===== src/rtl/wire_alu_sequencer.sv =====
// Host-driven ADD/SUB/MUL/MAC command stage: edge-triggered start, multi-cycle shift-add
// multiplier, and result/status wires that only change when a command completes.
module wire_alu_sequencer #(
  parameter int WIDTH = 16
) (
  input  logic             ti_clk,
  input  logic             reset,
  input  logic [15:0]      ctrl_wire,
  input  logic [WIDTH-1:0] opa_wire,
  input  logic [WIDTH-1:0] opb_wire,
  output logic [WIDTH-1:0] result_lo,
  output logic [WIDTH-1:0] result_hi,
  output logic [15:0]      status_wire
);

  localparam int RW = 2 * WIDTH;
  localparam int CW = $clog2(WIDTH);

  typedef enum logic [1:0] {ST_IDLE, ST_EXEC, ST_DONE} state_t;

  localparam logic [1:0] OP_ADD = 2'b00;
  localparam logic [1:0] OP_SUB = 2'b01;
  localparam logic [1:0] OP_MAC = 2'b11;

  state_t           state_reg, state_next;
  logic             start_prev_reg;
  logic [WIDTH-1:0] a_reg, b_reg;
  logic [RW-1:0]    mcand_reg, prod_reg, acc_reg;
  logic [1:0]       op_reg;
  logic [CW-1:0]    cnt_reg;
  logic [WIDTH-1:0] res_lo_reg, res_hi_reg;
  logic             done_reg, ovf_reg, carry_reg;
  logic [7:0]       ign_cnt_reg;

  logic             start_edge, clear, last_iter, busy;
  logic [WIDTH:0]   add_sum, sub_diff;
  logic [RW-1:0]    prod_sum;
  logic [RW:0]      mac_sum;
  logic             unused_ctrl;

  assign start_edge  = ctrl_wire[0] & ~start_prev_reg;
  assign clear       = ctrl_wire[1];
  assign unused_ctrl = ^ctrl_wire[15:4];

  assign add_sum   = {1'b0, a_reg} + {1'b0, b_reg};
  assign sub_diff  = {1'b0, a_reg} - {1'b0, b_reg};
  assign prod_sum  = prod_reg + (b_reg[0] ? mcand_reg : '0);
  assign mac_sum   = {1'b0, acc_reg} + {1'b0, prod_sum};
  assign last_iter = (cnt_reg == CW'(WIDTH - 1));

  // State register
  always_ff @(posedge ti_clk) begin
    if (reset) state_reg <= ST_IDLE;
    else       state_reg <= state_next;
  end

  // Next-state logic; clear overrides everything, including a coincident start edge
  always_comb begin
    state_next = state_reg;
    if (clear) begin
      state_next = ST_IDLE;
    end else begin
      case (state_reg)
        ST_IDLE: if (start_edge) state_next = ST_EXEC;
        ST_EXEC: if (!op_reg[1] || last_iter) state_next = ST_DONE;
        ST_DONE: state_next = ST_IDLE;
        default: state_next = ST_IDLE;
      endcase
    end
  end

  // Output logic
  always_comb begin
    busy        = (state_reg == ST_EXEC);
    result_lo   = res_lo_reg;
    result_hi   = res_hi_reg;
    status_wire = {ign_cnt_reg, 4'b0000, carry_reg, ovf_reg, done_reg, busy};
  end

  // Datapath and result registers; results are written only on the final EXEC cycle
  always_ff @(posedge ti_clk) begin
    if (reset) begin
      start_prev_reg <= 1'b1;
      a_reg          <= '0;
      b_reg          <= '0;
      mcand_reg      <= '0;
      prod_reg       <= '0;
      acc_reg        <= '0;
      op_reg         <= OP_ADD;
      cnt_reg        <= '0;
      res_lo_reg     <= '0;
      res_hi_reg     <= '0;
      done_reg       <= 1'b0;
      ovf_reg        <= 1'b0;
      carry_reg      <= 1'b0;
      ign_cnt_reg    <= '0;
    end else begin
      start_prev_reg <= ctrl_wire[0];
      if (clear) begin
        acc_reg     <= '0;
        res_lo_reg  <= '0;
        res_hi_reg  <= '0;
        done_reg    <= 1'b0;
        ovf_reg     <= 1'b0;
        carry_reg   <= 1'b0;
        ign_cnt_reg <= '0;
      end else begin
        if (start_edge && state_reg != ST_IDLE && ign_cnt_reg != 8'hFF)
          ign_cnt_reg <= ign_cnt_reg + 8'd1;
        case (state_reg)
          ST_IDLE: begin
            if (start_edge) begin
              a_reg     <= opa_wire;
              b_reg     <= opb_wire;
              mcand_reg <= {{WIDTH{1'b0}}, opa_wire};
              prod_reg  <= '0;
              op_reg    <= ctrl_wire[3:2];
              cnt_reg   <= '0;
              done_reg  <= 1'b0;
            end
          end
          ST_EXEC: begin
            if (op_reg == OP_ADD) begin
              res_lo_reg <= add_sum[WIDTH-1:0];
              res_hi_reg <= '0;
              carry_reg  <= add_sum[WIDTH];
              done_reg   <= 1'b1;
            end else if (op_reg == OP_SUB) begin
              res_lo_reg <= sub_diff[WIDTH-1:0];
              res_hi_reg <= {WIDTH{sub_diff[WIDTH]}};
              carry_reg  <= sub_diff[WIDTH];
              done_reg   <= 1'b1;
            end else begin
              prod_reg  <= prod_sum;
              mcand_reg <= mcand_reg << 1;
              b_reg     <= b_reg >> 1;
              cnt_reg   <= cnt_reg + CW'(1);
              if (last_iter) begin
                done_reg <= 1'b1;
                if (op_reg == OP_MAC) begin
                  acc_reg    <= mac_sum[RW-1:0];
                  res_lo_reg <= mac_sum[WIDTH-1:0];
                  res_hi_reg <= mac_sum[RW-1:WIDTH];
                  if (mac_sum[RW]) ovf_reg <= 1'b1;
                end else begin
                  res_lo_reg <= prod_sum[WIDTH-1:0];
                  res_hi_reg <= prod_sum[RW-1:WIDTH];
                end
              end
            end
          end
          default: ;
        endcase
      end
    end
  end

endmodule

===== config.mk =====
export PLATFORM = sky130hd
export DESIGN_NAME = wire_alu_sequencer
export DESIGN_NICKNAME = d
export VERILOG_FILES = /design/src/rtl/wire_alu_sequencer.sv
export SDC_FILE = /design/constraint.sdc
export NUM_CORES = 1
export LEC_CHECK = 0
export ABC_AREA = 1
export BUFFER_PORTS_ARGS = -buffer_cell sky130_fd_sc_hd__buf_2
export CORE_MARGIN = 2
export CORE_UTILIZATION = 60
export CTS_CLUSTER_DIAMETER = 30
export DETAILED_ROUTE_END_ITERATION = 8
export PLACE_DENSITY = 0.78
export RECOVER_POWER = 25
export SETUP_SLACK_MARGIN = 0.1
export SYNTH_ARGS = -nofsm -noshare
export SYNTH_HDL_FRONTEND = slang
export SYNTH_SLANG_ARGS = --single-unit

===== constraint.sdc =====
create_clock -name ti_clk -period 11 [get_ports ti_clk]
set_input_delay 1.65 -clock ti_clk [delete_from_list [all_inputs] [get_ports ti_clk]]
set_output_delay 1.65 -clock ti_clk [all_outputs]
set_load 0.02 [all_outputs]

==> metrics.log <==
INFO  metric clock_sinks = 180
INFO  metric grt_antenna_before_repair = 0
INFO  metric regToRegStartpoint = b_reg[0]$_SDFFE_PP0P_
INFO  metric clock_power_share = 0.449
INFO  metric ys_seq_area_frac = 0.2609
INFO  metric slew_violations = 175
INFO  metric critPathMaxFanout = 94
INFO  metric die_x = 155.7 um
INFO  metric insertion_delay = 0.44 ns
INFO  metric min_from = ovf_reg$_SDFFE_PP0P_
INFO  metric grt_first_pass_wirelength = 67670 um
INFO  metric postRouteAntennaNets = 0
INFO  metric area.growth.synth_to_final = 7.066%
INFO  metric clock_tree_from_tritoncts = done
INFO  metric async_flop_share = 0
INFO  metric timing.clock.skew = 0.01538 ns
INFO  metric synth_area_per_cell = 6.066 sq um
INFO  metric critical_path_required = 11.24 ns
INFO  metric switching_power = 0.0003913 W
INFO  metric min_period_over_period = 0.6110
INFO  metric pin_count = 98
INFO  metric vdd_ir_drop_max = 0.0001023 V
INFO  metric drt_drc = 0
INFO  metric synth_most_common_cell = nand2_1
INFO  metric wl = 42560 um
INFO  metric achievable-frequency = 0.1488 GHz
INFO  metric timing.hold.worst.class = flop to flop
INFO  metric detailed_place_hpwl = 32980 um
INFO  metric cts_buffers = 17
INFO  metric ctsLongestPathBuffers = 2
INFO  metric initial_cell_density_of_the_core = 0.6101
INFO  metric nFillCells = 2191
INFO  metric count_of_flip_flops_with_a_built_in_enable_after_synthesis = 0
INFO  metric timing.critical_path.arrival = 6.96 ns
INFO  metric synthTopCellsByCount = 827 x nand2_1, 334 x inv_1, 200 x a21oi_1
INFO  metric power.combinational.fraction = 0.081
INFO  metric drt-pass1-iter-count = 5
INFO  metric synth_flop_cell = dfxtp_1
INFO  metric wire_per_inst = 16.31 um
INFO  metric count_of_routing_violations_after_the_opening_detailed_route_iteration = 1515
INFO  metric gr-total-overflow = 0
INFO  metric power.switching_fraction = 0.2779
INFO  metric worst_setup_path_start_kind = primary input
INFO  metric post_cts.resized_instances = 0
INFO  metric syn_inst = 2277
INFO  metric hold_end = ovf_reg$_SDFFE_PP0P_
INFO  metric clkSlewWorstSetupHoldPaths = 0.07 ns
INFO  metric slew_headroom = -1.895
INFO  metric r2r-end = result_hi[2]$_SDFFE_PP0P_
INFO  metric synth_largest_type_area_fraction = 0.2609
INFO  metric leakage_power_figure = 7.782 nW
INFO  metric r2r.worst_path.cells = 21
INFO  metric core_area = 0.02264 sq mm
INFO  metric grt_usage = 0.3533
INFO  metric fin_crit = 6.721 ns
INFO  metric hold_buffers = 0
INFO  metric die_height = 155.7 um
INFO  metric outcome = complete, but fails checks
INFO  metric yosys_register_bits = 180
INFO  metric vias = 14520
INFO  metric cts_post_setup_buffers_inserted = 0
INFO  metric cts_root_buf = clkbuf_16
INFO  metric worst-slew-pin-transition = 4.343 ns
INFO  metric violations = max-capacitance violations, max-slew violations
INFO  metric hold_viol_final = 0
INFO  metric antenna_cells = 0
INFO  metric grt_setup_unrepaired = no
INFO  metric rrSetupSlack = 6.49 ns
INFO  metric number_of_global_route_vias_before_repair = 12940
INFO  metric floorplan.die_area = 0.02425 sq mm
INFO  metric synth-warning-count = 0
INFO  metric power_dens_cells = 95.23 mW/mm^2
INFO  metric place.gp.congestion = 0.9755
INFO  metric setup_total_negative_slack = 0 ns
INFO  metric register_area = 0.003603 sq mm
INFO  metric port_buffers = 81
INFO  metric netlist_top_cells_area = dfxtp_1 26%, nand2_1 22%, ha_1 9.2%, inv_1 9.1%, a21oi_1 7.2%
INFO  metric synth_area = 0.01381 sq mm
INFO  metric num_rows = 55
INFO  metric cellInternalPower = 0.001017 W
INFO  metric crit_type = primary input to flop
INFO  metric worst_setup_path_end_kind = flop
INFO  metric final_util = 0.6532
INFO  metric nNetsFinal = 2467
INFO  metric synth_top_area_cell = dfxtp_1
INFO  metric p_seq_frac = 0.470
INFO  metric hold-path-cell-count = 2
INFO  metric synth.lib_cells_used.distinct = 54
INFO  metric final_setup_violation_count = 0
INFO  metric grt_max_degree = 95
INFO  metric drive_above_1_share = 0.04776
INFO  metric multiInputGateArea = 0.008549 sq mm
INFO  metric maxCapViolCount = 3
INFO  metric detail_route.vias_per_cell = 5.566
INFO  metric clock_tree.htree_level_count = 4
layout by cell type (no fill, tap or decap), drive strengths merged, types with 4 or more instances in the layout:
cell type,n
a21o,6
a21oi,204
a31oi,31
and2,12
buf,44
clkbuf,66
clkinv,5
conb,4
dfxtp,180
fa,4
ha,102
inv,345
nand2,831
nand3,121
nand3b,10
nand4,13
nor2,163
nor3,23
o211ai,16
o21a,5
o21ai,63
o21bai,12
o22ai,4
xnor2,12
xor2,29
per-stage QoR:
step	setup slack (ns)	area [sq um]	total power, W	instances	hold slack (ns)
floorplan	7.489	13820	0.0007529	2280	0.4295
global placement	6.585	14270	0.0007861	2577	0.4344
detailed placement	6.609	14270	0.0007872	2577	0.4376
CTS	6.582	14860	0.001405	2609	0.4485
global route	3.569	14790	0.001444	2609	0.4715
finish	4.279	14790	0.001408	2609	0.4512
critical path: stages:
cell and delay [ns]:
buf_2 0.07, clkbuf_1 3.02, nor2_1 0.18, clkinv_1 0.12, clkbuf_1 1.56, o21ai_0 0.27
power by group through the flow:
stage	clock network (W)	logic, W	registers [W]
2_1_floorplan	0	0.0000773	0.000676
3_3_place_gp	0	0.000109	0.000677
3_5_place_dp	0	0.000110	0.000677
4_1_cts	0.000633	0.000111	0.000662
5_1_grt	0.000657	0.000124	0.000663
6_report	0.000632	0.000114	0.000662
area by class of cell:
class | count | share of cell area
multi-input cells | 1681 | 0.5781
flip-flops and latches | 180 | 0.2437
inverters | 340 | 0.08647
clock buffers | 19 | 0.02995
repair buffers | 91 | 0.02801
well taps | 285 | 0.02411
clock inverters | 13 | 0.009646
how the worst max path moves through the flow:
stage                               start                         end  slack (ns)  cells after the start
global placement    b_reg[0]$_SDFFE_PP0P_  result_lo[13]$_SDFFE_PP0P_        6.59                     26
floorplan           b_reg[0]$_SDFFE_PP0P_  result_hi[10]$_SDFFE_PP0P_        7.49                     29
detailed placement  b_reg[0]$_SDFFE_PP0P_  result_lo[13]$_SDFFE_PP0P_        6.61                     26
CTS                 b_reg[0]$_SDFFE_PP0P_  result_lo[13]$_SDFFE_PP0P_        6.58                     26
finish                              reset       done_reg$_SDFFE_PP0P_        4.28                      6
global route                        reset   result_lo[7]$_SDFFE_PP0P_        3.57                      8
metal layers:
layer,up-vias,track usage,wire length [um]
met4,0,0.08257,946
met3,77,0.05639,3734
met5,-,0,0
li1,7237,-,-
met1,6604,0.5227,19800
met2,604,0.5388,18080
logic make-up after synthesis:
kind of cell | Yosys count | share of synthesized area
AND/OR/NAND/NOR | 1179 | 0.3503
buffers and inverters | 419 | 0.1215
AO/OA/AOI/OAI | 351 | 0.1418
flip-flops | 180 | 0.2609
adder cells (fa/ha/maj) | 106 | 0.09820
XOR/XNOR | 41 | 0.02709
other | 1 | 0.0002715
Note: power is estimated with default switching activity, not from simulation.
